## src/rtl/lc3b_datapath_ext_pkg.sv

```systemverilog
// lc3b_types: shared opcode, ALU operation, condition-code and mux-select
// types for the parametrised LC-3b datapath and its control FSM.
package lc3b_types;

    typedef enum logic [3:0] {
        op_br   = 4'h0,
        op_add  = 4'h1,
        op_ldb  = 4'h2,
        op_stb  = 4'h3,
        op_jsr  = 4'h4,
        op_and  = 4'h5,
        op_ldr  = 4'h6,
        op_str  = 4'h7,
        op_rti  = 4'h8,
        op_not  = 4'h9,
        op_ldi  = 4'ha,
        op_sti  = 4'hb,
        op_jmp  = 4'hc,
        op_shf  = 4'hd,
        op_lea  = 4'he,
        op_trap = 4'hf
    } lc3b_opcode;

    typedef enum logic [2:0] {
        alu_add  = 3'd0,
        alu_and  = 3'd1,
        alu_not  = 3'd2,
        alu_pass = 3'd3,
        alu_sll  = 3'd4,
        alu_srl  = 3'd5,
        alu_sra  = 3'd6
    } lc3b_aluop;

    typedef logic [2:0] lc3b_nzp;

    typedef enum logic [1:0] {
        pcmux_plus2  = 2'd0,
        pcmux_br_add = 2'd1,
        pcmux_sr1    = 2'd2,
        pcmux_mdr    = 2'd3
    } pcmux_sel_t;

    typedef enum logic [1:0] {
        marmux_alu      = 2'd0,
        marmux_pc       = 2'd1,
        marmux_trapvect = 2'd2,
        marmux_mdr      = 2'd3
    } marmux_sel_t;

    typedef enum logic [2:0] {
        regfilemux_alu    = 3'd0,
        regfilemux_mdr    = 3'd1,
        regfilemux_br_add = 3'd2,
        regfilemux_pc     = 3'd3,
        regfilemux_byte   = 3'd4
    } regfilemux_sel_t;

    typedef enum logic [1:0] {
        alumux_sr2      = 2'd0,
        alumux_offset6  = 2'd1,
        alumux_imm5     = 2'd2,
        alumux_zoffset6 = 2'd3
    } alumux_sel_t;

    typedef enum logic {
        brmux_offset9  = 1'b0,
        brmux_offset11 = 1'b1
    } brmux_sel_t;

    typedef enum logic {
        storemux_sr1 = 1'b0,
        storemux_dr  = 1'b1
    } storemux_sel_t;

    typedef enum logic {
        destmux_dr = 1'b0,
        destmux_r7 = 1'b1
    } destmux_sel_t;

    typedef enum logic {
        mdrmux_alu = 1'b0,
        mdrmux_mem = 1'b1
    } mdrmux_sel_t;

    localparam lc3b_nzp RESET_CC = 3'b010;

endpackage

```

## src/rtl/lc3b_datapath_ext_byte_steer.sv

```systemverilog
// lc3b_byte_steer: byte-lane steering for LDB/STB. Lane is MAR[0]; loads
// pick one MDR byte and zero-extend it, stores replicate the ALU byte into
// both lanes and enable only the addressed lane.
module lc3b_byte_steer
    import lc3b_types::*;
#(
    parameter int WIDTH = 16
) (
    input  logic [15:0]      mdr_low,
    input  logic [7:0]       alu_byte,
    input  logic             lane,
    output logic [WIDTH-1:0] load_value,
    output logic [WIDTH-1:0] store_data,
    output logic [1:0]       byte_enable
);

    assign load_value  = lane ? WIDTH'(mdr_low[15:8]) : WIDTH'(mdr_low[7:0]);
    assign store_data  = WIDTH'({alu_byte, alu_byte});
    assign byte_enable = lane ? 2'b10 : 2'b01;

endmodule

```

## src/rtl/lc3b_datapath_ext.sv

```systemverilog
// lc3b_datapath_ext: parametrised LC-3b multicycle datapath (PC, IR, MAR,
// MDR, CC, register file) with byte load/store, LEA, JSR/JSRR, TRAP and
// indirect-load steering. All sequencing lives in the control FSM.
// Optional feature macro: LC3B_DATAPATH_SHF_EN enables the SLL/SRL/SRA
// barrel shifter; without it shift aluops pass operand A through.
module lc3b_datapath_ext
    import lc3b_types::*;
#(
    parameter int             WIDTH    = 16,
    parameter int             NUM_REGS = 8,
    parameter logic [WIDTH-1:0] RESET_PC = '0
) (
    input  logic            clk,
    input  logic            rst,
    input  logic            load_pc,
    input  logic            load_ir,
    input  logic            load_regfile,
    input  logic            load_mar,
    input  logic            load_mdr,
    input  logic            load_cc,
    input  pcmux_sel_t      pcmux_sel,
    input  marmux_sel_t     marmux_sel,
    input  regfilemux_sel_t regfilemux_sel,
    input  alumux_sel_t     alumux_sel,
    input  brmux_sel_t      brmux_sel,
    input  storemux_sel_t   storemux_sel,
    input  destmux_sel_t    destmux_sel,
    input  mdrmux_sel_t     mdrmux_sel,
    input  logic            byte_op,
    input  lc3b_aluop       aluop,
    input  logic [WIDTH-1:0] mem_rdata,
    output logic [WIDTH-1:0] mem_address,
    output logic [WIDTH-1:0] mem_wdata,
    output logic [1:0]      mem_byte_enable,
    output lc3b_opcode      opcode,
    output logic            ir_bit4,
    output logic            ir_bit5,
    output logic            ir_bit11,
    output logic            branch_enable
);

    localparam int RW = $clog2(NUM_REGS);

    // Architectural state
    logic [WIDTH-1:0] pc;
    logic [15:0]      ir;
    logic [WIDTH-1:0] mar;
    logic [WIDTH-1:0] mdr;
    lc3b_nzp          cc;
    logic [WIDTH-1:0] regs [NUM_REGS];

    // Datapath nets
    logic [RW-1:0]    sr1_idx;
    logic [RW-1:0]    sr2_idx;
    logic [RW-1:0]    dest_idx;
    logic [WIDTH-1:0] sr1_data;
    logic [WIDTH-1:0] sr2_data;
    logic signed [WIDTH-1:0] sext_imm5;
    logic signed [WIDTH-1:0] sext_off6;
    logic signed [WIDTH-1:0] sext_off9;
    logic signed [WIDTH-1:0] sext_off11;
    logic [WIDTH-1:0] zext_off6;
    logic [WIDTH-1:0] trap_addr;
    logic [WIDTH-1:0] pc_plus2;
    logic [WIDTH-1:0] brmux_out;
    logic [WIDTH-1:0] br_add;
    logic [WIDTH-1:0] alumux_out;
    logic [WIDTH-1:0] alu_out;
    logic [WIDTH-1:0] pcmux_out;
    logic [WIDTH-1:0] marmux_out;
    logic [WIDTH-1:0] mdrmux_out;
    logic [WIDTH-1:0] regfilemux_out;
    logic [WIDTH-1:0] byte_load_value;
    logic [WIDTH-1:0] byte_store_data;
    logic [1:0]       byte_lane_enable;

`ifdef LC3B_DATAPATH_SHF_EN
    logic signed [WIDTH-1:0] sr1_signed;
    logic [3:0]              shift_amt;
    assign sr1_signed = sr1_data;
    assign shift_amt  = ir[3:0];
`endif

    // N if MSB set, Z if zero, P otherwise: exactly one bit is ever set.
    function automatic lc3b_nzp gencc(input logic [WIDTH-1:0] value);
        if (value[WIDTH-1])
            return 3'b100;
        else if (value == '0)
            return 3'b010;
        else
            return 3'b001;
    endfunction

    // Instruction fields, always from the low 16 IR bits
    assign sext_imm5  = WIDTH'($signed(ir[4:0]));
    assign sext_off6  = WIDTH'($signed(ir[5:0]));
    assign sext_off9  = WIDTH'($signed(ir[8:0]));
    assign sext_off11 = WIDTH'($signed(ir[10:0]));
    assign zext_off6  = WIDTH'(ir[5:0]);
    assign trap_addr  = WIDTH'({ir[7:0], 1'b0});

    // Register file indices; R7 is the only linkage target
    assign sr1_idx  = (storemux_sel == storemux_dr) ? RW'(ir[11:9]) : RW'(ir[8:6]);
    assign sr2_idx  = RW'(ir[2:0]);
    assign dest_idx = (destmux_sel == destmux_r7) ? RW'(3'd7) : RW'(ir[11:9]);
    assign sr1_data = regs[sr1_idx];
    assign sr2_data = regs[sr2_idx];

    // Address arithmetic wraps modulo 2^WIDTH
    assign pc_plus2  = pc + WIDTH'(2);
    assign brmux_out = (brmux_sel == brmux_offset11) ? (sext_off11 <<< 1) : (sext_off9 <<< 1);
    assign br_add    = pc + brmux_out;

    // ALU operand B select
    always_comb begin
        alumux_out = sr2_data;
        case (alumux_sel)
            alumux_sr2:      alumux_out = sr2_data;
            alumux_offset6:  alumux_out = sext_off6 <<< 1;
            alumux_imm5:     alumux_out = sext_imm5;
            alumux_zoffset6: alumux_out = zext_off6;
            default:         alumux_out = sr2_data;
        endcase
    end

    // ALU; IR[4] picks arithmetic vs logical right shift when shifts exist
    always_comb begin
        alu_out = sr1_data;
        case (aluop)
            alu_add:  alu_out = sr1_data + alumux_out;
            alu_and:  alu_out = sr1_data & alumux_out;
            alu_not:  alu_out = ~sr1_data;
            alu_pass: alu_out = sr1_data;
`ifdef LC3B_DATAPATH_SHF_EN
            alu_sll:  alu_out = sr1_data << shift_amt;
            alu_srl, alu_sra: begin
                if (ir[4])
                    alu_out = sr1_signed >>> shift_amt;
                else
                    alu_out = sr1_data >> shift_amt;
            end
`endif
            default:  alu_out = sr1_data;
        endcase
    end

    lc3b_byte_steer #(
        .WIDTH(WIDTH)
    ) u_byte_steer (
        .mdr_low     (mdr[15:0]),
        .alu_byte    (alu_out[7:0]),
        .lane        (mar[0]),
        .load_value  (byte_load_value),
        .store_data  (byte_store_data),
        .byte_enable (byte_lane_enable)
    );

    // PC, MAR, MDR and register-file write data selects
    always_comb begin
        pcmux_out = pc_plus2;
        case (pcmux_sel)
            pcmux_plus2:  pcmux_out = pc_plus2;
            pcmux_br_add: pcmux_out = br_add;
            pcmux_sr1:    pcmux_out = sr1_data;
            pcmux_mdr:    pcmux_out = mdr;
            default:      pcmux_out = pc_plus2;
        endcase

        marmux_out = alu_out;
        case (marmux_sel)
            marmux_alu:      marmux_out = alu_out;
            marmux_pc:       marmux_out = pc;
            marmux_trapvect: marmux_out = trap_addr;
            marmux_mdr:      marmux_out = mdr;
            default:         marmux_out = alu_out;
        endcase

        mdrmux_out = alu_out;
        if (mdrmux_sel == mdrmux_mem)
            mdrmux_out = mem_rdata;
        else if (byte_op)
            mdrmux_out = byte_store_data;

        regfilemux_out = alu_out;
        case (regfilemux_sel)
            regfilemux_alu:    regfilemux_out = alu_out;
            regfilemux_mdr:    regfilemux_out = mdr;
            regfilemux_br_add: regfilemux_out = br_add;
            regfilemux_pc:     regfilemux_out = pc;
            regfilemux_byte:   regfilemux_out = byte_load_value;
            default:           regfilemux_out = alu_out;
        endcase
    end

    // Special registers: reset overrides every load strobe
    always_ff @(posedge clk) begin
        if (rst) begin
            pc  <= RESET_PC;
            ir  <= '0;
            mar <= '0;
            mdr <= '0;
            cc  <= RESET_CC;
        end else begin
            if (load_pc)  pc  <= pcmux_out;
            if (load_ir)  ir  <= mdr[15:0];
            if (load_mar) mar <= marmux_out;
            if (load_mdr) mdr <= mdrmux_out;
            if (load_cc)  cc  <= gencc(regfilemux_out);
        end
    end

    // Register file write port; reads above are unbypassed
    always_ff @(posedge clk) begin
        if (rst) begin
            for (int i = 0; i < NUM_REGS; i++)
                regs[i] <= '0;
        end else if (load_regfile) begin
            regs[dest_idx] <= regfilemux_out;
        end
    end

    assign mem_address     = mar;
    assign mem_wdata       = mdr;
    assign mem_byte_enable = byte_op ? byte_lane_enable : 2'b11;
    assign opcode          = lc3b_opcode'(ir[15:12]);
    assign ir_bit4         = ir[4];
    assign ir_bit5         = ir[5];
    assign ir_bit11        = ir[11];
    assign branch_enable   = |(ir[11:9] & cc);

endmodule
```

## config.mk

```make
export PLATFORM = sky130hd
export DESIGN_NAME = lc3b_datapath_ext
export DESIGN_NICKNAME = d
export VERILOG_FILES = /design/src/rtl/lc3b_datapath_ext_pkg.sv /design/src/rtl/lc3b_datapath_ext_byte_steer.sv /design/src/rtl/lc3b_datapath_ext.sv
export SDC_FILE = /design/constraint.sdc
export NUM_CORES = 1
export LEC_CHECK = 0
export BUFFER_PORTS_ARGS = -buffer_cell sky130_fd_sc_hd__buf_2
export CORE_ASPECT_RATIO = 0.5
export CORE_UTILIZATION = 25
export CTS_CLUSTER_SIZE = 24
export DETAILED_ROUTE_END_ITERATION = 12
export GPL_ROUTABILITY_DRIVEN = 0
export MAX_ROUTING_LAYER = met4
export PLACE_DENSITY = 0.51
export SKIP_CTS_REPAIR_TIMING = 1
export SYNTH_ARGS = -nofsm -noshare
export SYNTH_HDL_FRONTEND = slang
export SYNTH_SLANG_ARGS = --single-unit
```

## constraint.sdc

```tcl
create_clock -name clk -period 6.8 [get_ports clk]
set_clock_uncertainty 0.2 [all_clocks]
set_input_delay 0.68 -clock clk [delete_from_list [all_inputs] [get_ports clk]]
set_output_delay 0.68 -clock clk [all_outputs]
set_load 0.03 [all_outputs]
```

### Yosys cells after proc, flatten, opt, wreduce, memory -nomap -nowiden

Memories as Yosys holds them, arrays and structs flattened. A register that Yosys moved wholly into a read port is not among the register bits.
Cells that the tools add are included.

* output and inout port bits: 42
* word-level logic and storage cells: 59
* bits in writable memories: 128
* bits in registers: 67
* memories: 1

* add/subtract/negate cells: 3
* bitwise gates (word level): 3
* eq/ne operators: 15
* reductions and logical operators: 7
* multiplexer cells: 25

Memories
* regs: words 8, bits a word 16, rd ports 2, clocked after memory_dff 1, wr ports 8, line lc3b_datapath_ext.sv:50 `logic [WIDTH-1:0] regs [NUM_REGS];`

Operators with widths (number)
* $pmux 16 s4: 4
* $mux 16: 4
* $pmux 16 s3: 1
* $add 16x16->16: 2
* $mux 3: 6
* $add 16x2->16 const B: 1
* $and 16x16->16: 1
* $logic_not 16->1: 1
* $not 16->16: 1
* $reduce_or 16->1: 1
* $eq 2x2->1 const B: 6
* $eq 3x2->1 const B: 3
* $mux 8: 1
* $eq 2x1->1 const B: 3
* $eq 3x1->1 const B: 2
* $logic_not 2->1: 3
* $mux 1: 6
* $mux 2: 3
* $and 3x3->3: 1
* $eq 3x3->1 const B: 1
* $logic_not 3->1: 1
* $reduce_or 3->1: 1

### Logic depth before layout (Yosys ltp)

Gate-level depths: netlist of run 1.

* depth in word-level cells: 8
* depth in mapped cells: 22
* mapped depth without buffers: 18

### Cells and area by module

A second synthesis of run 1 with hierarchy kept.

* cells, all modules: 1616
* area, all modules: 14576.5 µm²

Modules (own cells, without submodules)
* lc3b_datapath_ext: times used 1, cells each 1580, area an instance 14249.9 µm²
* lc3b_byte_steer: times used 1, cells each 36, area an instance 326.6 µm²

### Worst setup path after synthesis of run 1

No wires, ideal clock.

* path kind: input port to flip-flop
* from: in storemux_sel
* to: reg cc[0]
* data arrival time: 4857 ps
* stages: 21
* library setup time: 116 ps
* slack: 1627 ps
* path through: buf_6 mux2_4 buf_6 buf_6 buf_4 mux4_2 mux2i_1 inv_1 ha_1 buf_6 a21oi_2 nand2_1 a21oi_1 o31ai_1 or3_1 a31oi_1 a221o_2 clkbuf_8 and4_1 nand4_1 a41o_1

* longest elaborated chain between the ends: 8
* elaborated cells on any way between the ends: 10
* classes of those cells: 1 x add/sub; 5 x mux; 2 x bitwise; 1 x reduce/logical; 1 x memory

RTL lines
* from (decl): line lc3b_datapath_ext.sv:26 `input storemux_sel_t storemux_sel,`
* $mux 3 (*): line lc3b_datapath_ext.sv:103 `assign sr1_idx = (storemux_sel == storemux_dr) ? RW'(ir[11:9]) : RW'(ir[8:6]);`
* $mem_v2 8x16 (*)
* $add 16x16->16 (tied with other cells): line lc3b_datapath_ext.sv:130 `alu_add: alu_out = sr1_data + alumux_out;`
* $pmux 16 s3 (*): line lc3b_datapath_ext.sv:129 `case (aluop)`
* $pmux 16 s4 (*): line lc3b_datapath_ext.sv:185 `case (regfilemux_sel)`
* $logic_not 16->1: line lc3b_datapath_ext.sv:88 `else if (value == '0)`
* $mux 2: line lc3b_datapath_ext.sv:88
* $mux 3 (*): line lc3b_datapath_ext.sv:86 `if (value[WIDTH-1])`
* to (signal assigned): line lc3b_datapath_ext.sv:208 `if (load_cc) cc <= gencc(regfilemux_out);`
* to (decl): line lc3b_datapath_ext.sv:49 `lc3b_nzp cc;`

Every way passes the cells marked *; elsewhere a longest branch is shown, timed or not.
A chain may end at the register's enable or synchronous reset.

==> run_results.csv, run 1 <==
group,metric,value,unit
grt,overflow,0,
placed_design,port_buffers,82,
sta,rsz0062_at_grt,"no",
synthesis,synth_edf_count,128,
floorplan,num_rows,61,
finish,areaGrowthSynthToFinish,12.9,%
grt,grt_pass1_wl,81000,um
setup_path,end_kind,"register",
sta,slew_violations,0,
sta,tightestPinTransition,1.25,ns
worst_hold_path,min_path_cells,2,
grt,antenna_found_initial,1,
setup_path,path_max_fanout,24,
routing,via_per_inst,5.51,
finish,final_cell_mix,"257 x nor2_1, 131 x nand2_1, 128 x edfxtp_1, 96 x a21oi_1, 82 x buf_2",
finish,drive_gt1_share,19.0,%
routing,dr.pass1.iters,5,
synthesis,async_flop_share,0,%
synthesis,syn_nets,1555,
synthesis,avgSynthCellArea,9.52,um^2
setup_path,crit_family,"compound AO/OA/AOI/OAI gates",
grt,met3_usage,3.77,%
setup_path,path_class,"in -> reg",
clocking,worstSkewPairLatency,0.47,ns
sta,finalCriticalPeriod,5.50,ns
sta,slew_headroom,16.0,%
setup_path,critPathBufInv,4,
routing,vias,12600,
sta,final_hold_viol_count,0,
setup_path,r2r_cells,17,
sta,fmax,0.182,GHz
clocking,htreeDepth,4,
finish,final_nets,1599,
grt,track_usage,19.8,%
routing,dr.first_iter.drc_count,1300,
setup_path,cp-start-kind,"input port",
synthesis,ys.warnings.count,0,
finish,final_common_cell,"nor2_1",
setup_path,cp.depth,18,
setup_path,r2r-start,"ir[10]",
floorplan,coreArea,55600,um^2
sta,tns,0,ns
sta,setup_viol,0,
clocking,cts_tree,"done",
setup_path,cp_cell_sequence,"buf_2, buf_4, mux2_2, mux4_2, mux2i_1, inv_1, ha_1, a21oi_2, nand2_1, a21oi_1, a31oi_4, nand2b_1, a2111oi_0, a311o_1, or2_1, a221oi_2, buf_4, nor2_1",
routing,antenna_left,0,
setup_path,worstReg2RegEnd,"regs[5][9]",
synthesis,ys_seq_area_share,37.2,%
clocking,clock-root-buffer,"clkbuf_16",
setup_path,worstPathRequired,6.79,ns
power,finalPower,3.44,mW
placed_design,dp_hpwl,39800,um
setup_path,rrSetupSlack,1.31,ns
grt,grtUsageMet1,25.4,%
floorplan,io_pins,83,
routing,drc_errors,0,
power,ir_drop,0.000155,V
floorplan,die-width,338,um
setup_path,critPathMostFrequentCell,"buf_4",
routing,wl_per_cell,24.0,um
setup_path,slowest_delay,0.57,ns
setup_path,critical_path_arrival,5.49,ns
floorplan,dieArea,57500,um^2
synthesis,syn-cell-area,14100,um^2
grt,first_global_vias,11900,
floorplan,die_height,170,um
sta,min_period_over_period,80.8,%
worst_hold_path,hp-start,"mem_address[7]",
synthesis,synth_cells,1482,
floorplan,start_util,25.4,%
synthesis,ys_seq_elements,198,
synthesis,synth_cell_types,96,
synthesis,synth_ff_type,"edfxtp_1",
worst_hold_path,hold_path_class,"reg -> reg",
grt,grt_max_degree,67,
clocking,cts.sinks,198,
run,cap_violations,0,
power,leakagePower,5.90,nW
setup_path,crit_path_top_delay_cell,"mux2_2",
clocking,numCtsBuffers,17,
run_status,status,"finished clean",
clocking,cts_buffer_depth,2,
grt,top_usage_layer,"met2",
routing,totalWireLength,55200,um
power,powerDensity,216,nW/um^2
grt,use_met2,30.8,%
worst_hold_path,holdPathEnd,"mem_address[7]",
clocking,clk_pin_slew,0.08,ns
cells by family after synthesis:
logic type	after synthesis	synth area share [%]
DFF	198	37.2
buffers and inverters	152	5.33
adders and majority gates	32	2.89
and+or+nand+nor	531	16.6
AOI/OAI and AO/OA	381	18.8
xor gates and xnor gates	26	1.61
muxes	162	17.6
synthesized netlist by cell type, types with 13 or more instances:
cell type  instances  area share [%]
dfxtp_1           70             9.9
ha_1              31             2.7
nand4_1           13            0.58
nor2_1           257             6.8
nand2_1          131             3.5
clkbuf_1          72             1.9
nand2b_1          20            0.89
a21oi_1           96             3.4
xnor2_1           15            0.93
mux2_2            15             1.2
mux2i_1           79             5.6
mux4_2            65              10
nor3_1            21            0.74
a211oi_1          25             1.3
edfxtp_1         128              27
a21o_1            15            0.80
o21ai_0           71             2.5
o211ai_1          18            0.96
nor2b_1           20            0.89
nand3_1           20            0.71
inv_1             35            0.93
worst max-delay path by stage:
stage / start / to / slack, ns
detailed placement: storemux_sel / regs[5][9] / 0.93
floorplan: storemux_sel / cc[0] / 1.63
global route: register / regs[5][9] / 1.07
CTS: register / regs[5][9] / 1.40
global placement: storemux_sel / regs[5][9] / 0.96
finish: storemux_sel / regs[5][9] / 1.30
power by group:
group,internal [mW],switching [mW]
Sequential,1.34,0.0641
Clock,0.566,0.563
Combinational,0.310,0.594
flip-flops by register name, indices dropped and copies added (netlist names), named ones only:
signal       count
regs           128
pc              16
cc               3
mem_address     16
mem_wdata       16
ir              16
cell type report:
class                      count  area [um^2]
antenna                        1         2.50
sequential                   198         5250
timing repair buffer         139          851
tap                          756          946
clock inverter                15          204
inverter                      38          143
fill                        5848        39700
multi-input combinational   1132         8120
clock buffer                  17          425
per-layer routing:
| layer | wire length, um | vias up |
|---|---|---|
| li1 | - | 5636 |
| met1 | 23800 | 6321 |
| met2 | 25400 | 578 |
| met3 | 4120 | 105 |
| met4 | 1890 | 0 |
| met5 | 0 | - |
stage by stage:
step	setup slack, ns	instance area (um^2)	instances	util (%)	hold WS, ns
floorplan	1.63	14100	1482	-	0.242
global placement	0.962	15300	2263	27.5	0.265
detailed placement	0.929	15300	2263	27.5	0.266
CTS	1.40	15900	2295	28.6	0.276
global route	1.07	15900	2296	28.6	0.300
finish	1.30	15900	2296	28.6	0.272
worst register-to-register path, stage by stage, from the launching register on:
cell and delay (ns):
dfxtp_1 0.33, buf_4 0.26, mux2_2 0.54, mux4_2 0.39
mux2i_1 0.39, inv_1 0.21, ha_1 0.47, a21oi_2 0.46
nand2_1 0.10, a21oi_1 0.35, a31oi_4 0.10, nand2b_1 0.16
a2111oi_0 0.10, a311o_1 0.33, or2_1 0.27, a221oi_2 0.29
buf_4 0.22, nor2_1 0.05
Power figures use the tool's default switching activity.
==> inputs of run 2 (changes only) <==
==> constraint.sdc (replaced) <==
create_clock -name clk -period 5.2 [get_ports clk]
set_clock_uncertainty 0.2 [all_clocks]
set_input_delay 0.52 -clock clk [delete_from_list [all_inputs] [get_ports clk]]
set_output_delay 0.52 -clock clk [all_outputs]
set_load 0.03 [all_outputs]
==> run_results.csv, run 2 (synthesis gave the netlist of run 1 again) <==
group,metric,value,unit
clocking,htreeDepth,4,
finish,top_register,"regs",
finish,fillerInstances,5877,
sta,fmax,0.198,GHz
setup_path,cp_cell_sequence,"mux2_2, buf_12, mux4_2, mux2i_1, inv_1, ha_1, nand2_1, nand2_1, a21oi_1, o31ai_1, nor2_1, o311a_1, o41ai_1, buf_4, o21ai_0, a311oi_1",
grt,overflow,0,
routing,vias,12800,
sta,rsz0062_at_grt,"no",
finish,final_cell_mix,"257 x nor2_1, 131 x nand2_1, 128 x edfxtp_1, 96 x a21oi_1, 93 x buf_4",
setup_path,critical_path.startpoint,"ir[10]",
finish,multi_input_area,8120,um^2
routing,antenna_left,0,
setup_path,path_max_fanout,20,
routing,totalWireLength,55700,um
sta,tns,0,ns
clocking,cts_buffer_depth,2,
clocking,clk_pin_slew,0.08,ns
setup_path,crit_path_top_delay_cell,"dfxtp_1",
routing,drc_errors,0,
floorplan,coreArea,55600,um^2
routing,wl_per_cell,23.9,um
grt,antenna_found_initial,1,
placed_design,place_inst,2302,
placed_design,port_buffers,82,
setup_path,path_class,"reg -> reg",
clocking,worstSkewPairLatency,0.47,ns
power,ir_drop,0.000182,V
placed_design,dp_hpwl,41000,um
setup_path,r2r_cells,16,
floorplan,die-width,338,um
setup_path,r2r-start,"ir[10]",
run_status,status,"finished clean",
setup_path,worstPathRequired,5.37,ns
finish,final_core_util,29.1,%
finish,final_common_cell,"nor2_1",
sta,whs,0.160,ns
power,leakagePower,6.08,nW
sta,slew_headroom,30.9,%
sta,finalCriticalPeriod,5.06,ns
finish,drive_gt1_share,20.9,%
grt,track_usage,20.0,%
routing,via_per_inst,5.47,
clocking,numCtsBuffers,17,
setup_path,end_kind,"register",
grt,first_global_vias,12200,
floorplan,num_rows,61,
setup_path,cp-start-kind,"register",
run,cap_violations,0,
setup_path,critical_path_arrival,5.23,ns
grt,grt_pass1_wl,82200,um
sta,setup_viol,0,
clocking,cts_tree,"done",
finish,largest_reg_flops,128,
floorplan,start_util,25.4,%
worst_hold_path,hp-start,"load_cc",
clocking,clock-root-buffer,"clkbuf_16",
routing,dr.first_iter.drc_count,1315,
sta,tightestPinTransition,1.03,ns
sta,slew_violations,0,
floorplan,io_pins,83,
finish,final_nets,1638,
power,powerDensity,275,nW/um^2
finish,areaGrowthSynthToFinish,14.9,%
finish,final_cells,2335,
setup_path,slowest_delay,0.57,ns
floorplan,dieArea,57500,um^2
worst_hold_path,min_path_cells,2,
setup_path,critPathMostFrequentCell,"nand2_1",
sta,final_hold_viol_count,0,
clocking,cts.sinks,198,
floorplan,die_height,170,um
finish,seq_area,5250,um^2
worst_hold_path,hold_path_class,"in -> reg",
sta,min_period_over_period,97.3,%
grt,grt_max_degree,67,
routing,dr.pass1.iters,6,
-- run 2: cell count changes in the layout (fill, tap and decap cells not counted), sizes merged --
cell,change
buf,+39
bufinv,-1
clkbuf,+1
clkinv,-1
inv,+1
-- run 2: worst max-delay path, delay by kind of cell (launching register included) --
kind                       cells  cell delay, ns
AOI/OAI and AO/OA              6            1.84
muxes                          3            1.01
DFF                            1            0.57
buffers and inverters          3            0.53
and+or+nand+nor                3            0.41
adders and majority gates      1            0.39
-- run 2: area by class of cell --
cell class | count | share of cell area (%)
sequential | 198 | 32.4
clock buffer | 18 | 2.65
multi-input combinational | 1132 | 50.1
timing repair buffer | 178 | 7.21
clock inverter | 14 | 0.972
tap | 756 | 5.83
antenna | 1 | 0.0154
inverter | 38 | 0.880
-- run 2: worst paths after layout --
path / end / slack [ns]
max: mem_address[15] / 0.14
min: cc[2] / 0.16
max reg2reg: mem_address[15] / 0.14
min reg2reg: mem_address[7] / 0.28
-- run 2: routing by layer --
layer	part of all wire (%)	wire length (um)	GRT usage (%)	vias to the layer above
li1	-	-	-	5726
met1	43	24000	25.9	6377
met2	46	25600	31.4	560
met3	7.8	4320	3.52	116
met4	3.3	1820	6.93	0
met5	0	0	-	-
-- run 2: metrics by stage --
stage / area, um^2 / power, mW / setup WS (ns)
final: 16200 / 4.45 / 0.139
after global routing: 16200 / 4.61 / 0.0209
after CTS: 16200 / 4.45 / 0.266
after detailed placement: 15600 / 3.07 / 0.00532
after global placement: 15600 / 3.07 / 0.0230
after floorplan: 14100 / 2.61 / 0.187
-- run 2: power breakdown --
group          switching (mW)  internal [mW]
logic                   0.771          0.447
clock network           0.699          0.686
registers              0.0994           1.75
==> inputs of run 3 (changes only) <==
--- a/config.mk
+++ b/config.mk
@@ -13,6 +13,7 @@
 export GPL_ROUTABILITY_DRIVEN = 0
 export MAX_ROUTING_LAYER = met4
 export PLACE_DENSITY = 0.51
+export RECOVER_POWER = 50
 export SKIP_CTS_REPAIR_TIMING = 1
 export SYNTH_ARGS = -nofsm -noshare
 export SYNTH_HDL_FRONTEND = slang
==> run_results.csv, run 3 (synthesis gave the netlist of run 1 again) <==
group,metric,value,unit
run_status,status,"finished clean",
power,sequentialPowerShare,41.7,%
routing,antenna_left,0,
finish,final_nets,1638,
setup_path,worstPathRequired,5.37,ns
clocking,cts_tree,"done",
power,p_int,2.88,mW
routing,dr.pass1.iters,6,
setup_path,slowest_delay,0.56,ns
grt,antenna_found_initial,1,
grt,grt_max_degree,67,
floorplan,coreArea,55600,um^2
setup_path,path_max_fanout,20,
sta,tightestPinTransition,1.36,ns
placed_design,place_area,15600,um^2
grt,first_global_vias,12200,
finish,fin_area,16100,um^2
placed_design,place_inst,2302,
floorplan,start_util,25.4,%
setup_path,worstReg2RegEnd,"mem_address[15]",
setup_path,rrSetupSlack,0.13,ns
sta,slew_headroom,9.67,%
finish,largest_reg_flops,128,
setup_path,cp-start-kind,"register",
setup_path,r2r_cells,16,
sta,slew_violations,0,
routing,drc_errors,0,
setup_path,critPathMostFrequentCell,"nand2_1",
floorplan,io_pins,83,
worst_hold_path,hp-start,"load_cc",
finish,top_register,"regs",
setup_path,path_class,"reg -> reg",
setup_path,cp_cell_sequence,"mux2_2, buf_12, mux4_2, mux2i_1, inv_1, ha_1, nand2_1, nand2_1, a21oi_1, o31ai_1, nor2_1, o311a_1, o41ai_1, buf_4, o21ai_0, a311oi_1",
routing,dr.first_iter.drc_count,1211,
routing,wl_per_cell,23.8,um
finish,final_core_util,29.0,%
grt,track_usage,20.0,%
grt,grt_pass1_wl,82200,um
grt,overflow,0,
routing,totalWireLength,55700,um
clocking,clk_pin_slew,0.08,ns
clocking,cts_buffer_depth,2,
clocking,worstSkewPairLatency,0.47,ns
setup_path,crit_family,"compound AO/OA/AOI/OAI gates",
setup_path,r2r-start,"ir[10]",
sta,finalCriticalPeriod,5.07,ns
power,swShare,35.3,%
finish,final_cells,2335,
sta,final_hold_viol_count,0,
finish,fillerInstances,5897,
floorplan,die_height,170,um
clocking,cts.sinks,198,
worst_hold_path,hold_path_class,"in -> reg",
sta,tns,0,ns
setup_path,critical_path_arrival,5.24,ns
clocking,numCtsBuffers,17,
finish,areaGrowthSynthToFinish,14.3,%
floorplan,die-width,338,um
sta,setup_viol,0,
worst_hold_path,min_path_cells,2,
routing,via_per_inst,5.44,
finish,final_common_cell,"nor2_1",
run,cap_violations,0,
power,powerDensity,275,nW/um^2
power,power.switching,1.57,mW
finish,final_cell_mix,"257 x nor2_1, 131 x nand2_1, 128 x edfxtp_1, 96 x a21oi_1, 85 x buf_4",
setup_path,end_kind,"register",
placed_design,dp_hpwl,41000,um
sta,fmax,0.197,GHz
placed_design,port_buffers,82,
power,clkPwrFrac,31.1,%
setup_path,critPathBufInv,3,
routing,vias,12700,
worst_hold_path,holdPathEnd,"cc[2]",
power,comb_power_share,27.2,%
floorplan,dieArea,57500,um^2
setup_path,crit_path_top_delay_cell,"dfxtp_1",
floorplan,num_rows,61,
power,ir_drop,0.000181,V
sta,min_period_over_period,97.5,%
finish,drive_gt1_share,17.8,%
clocking,clock-root-buffer,"clkbuf_16",
sta,rsz0062_at_grt,"no",
power,leakagePower,5.89,nW
clocking,htreeDepth,4,
run 3: power by group through the flow:
stage / registers [mW] / clock network (mW) / logic (mW)
after floorplan: 1.87 / 0 / 0.747
after global placement: 1.88 / 0 / 1.19
after detailed placement: 1.88 / 0 / 1.19
after CTS: 1.85 / 1.41 / 1.20
after global routing: 1.86 / 1.46 / 1.28
final: 1.85 / 1.38 / 1.21
run 3: layout make-up:
class | count | area [um^2] | share of cell area (%)
multi-input cells | 1132 | 8120 | 50.3
flip-flops and latches | 198 | 5250 | 32.5
repair buffers | 178 | 1090 | 6.75
well taps | 756 | 946 | 5.86
clock buffers | 18 | 429 | 2.66
clock inverters | 14 | 158 | 0.977
inverters | 38 | 143 | 0.884
diodes | 1 | 2.50 | 0.0155
run 3: per-layer routing:
layer  share of wire (%)  GRT usage, %
met1                  43          25.9
met2                  45          31.4
met3                 8.2          3.52
met4                 3.6          6.93
met5                   0             -
run 3: worst max path at each step:
stage / start / end / cells after the start
floorplan: storemux_sel / cc[0] / 21
global placement: storemux_sel / mem_address[15] / 16
detailed placement: storemux_sel / mem_address[15] / 16
CTS: ir[9] / mem_address[15] / 15
global route: ir[9] / cc[0] / 19
finish: ir[10] / mem_address[15] / 16
run 3: stage by stage:
step / total power [mW] / setup slack, ns / hold slack, ns
floorplan: 2.61 / 0.187 / 0.242
global placement: 3.07 / 0.0230 / 0.262
detailed placement: 3.07 / 0.00532 / 0.261
CTS: 4.45 / 0.266 / 0.137
global route: 4.60 / 0.0268 / 0.149
finish: 4.44 / 0.131 / 0.163
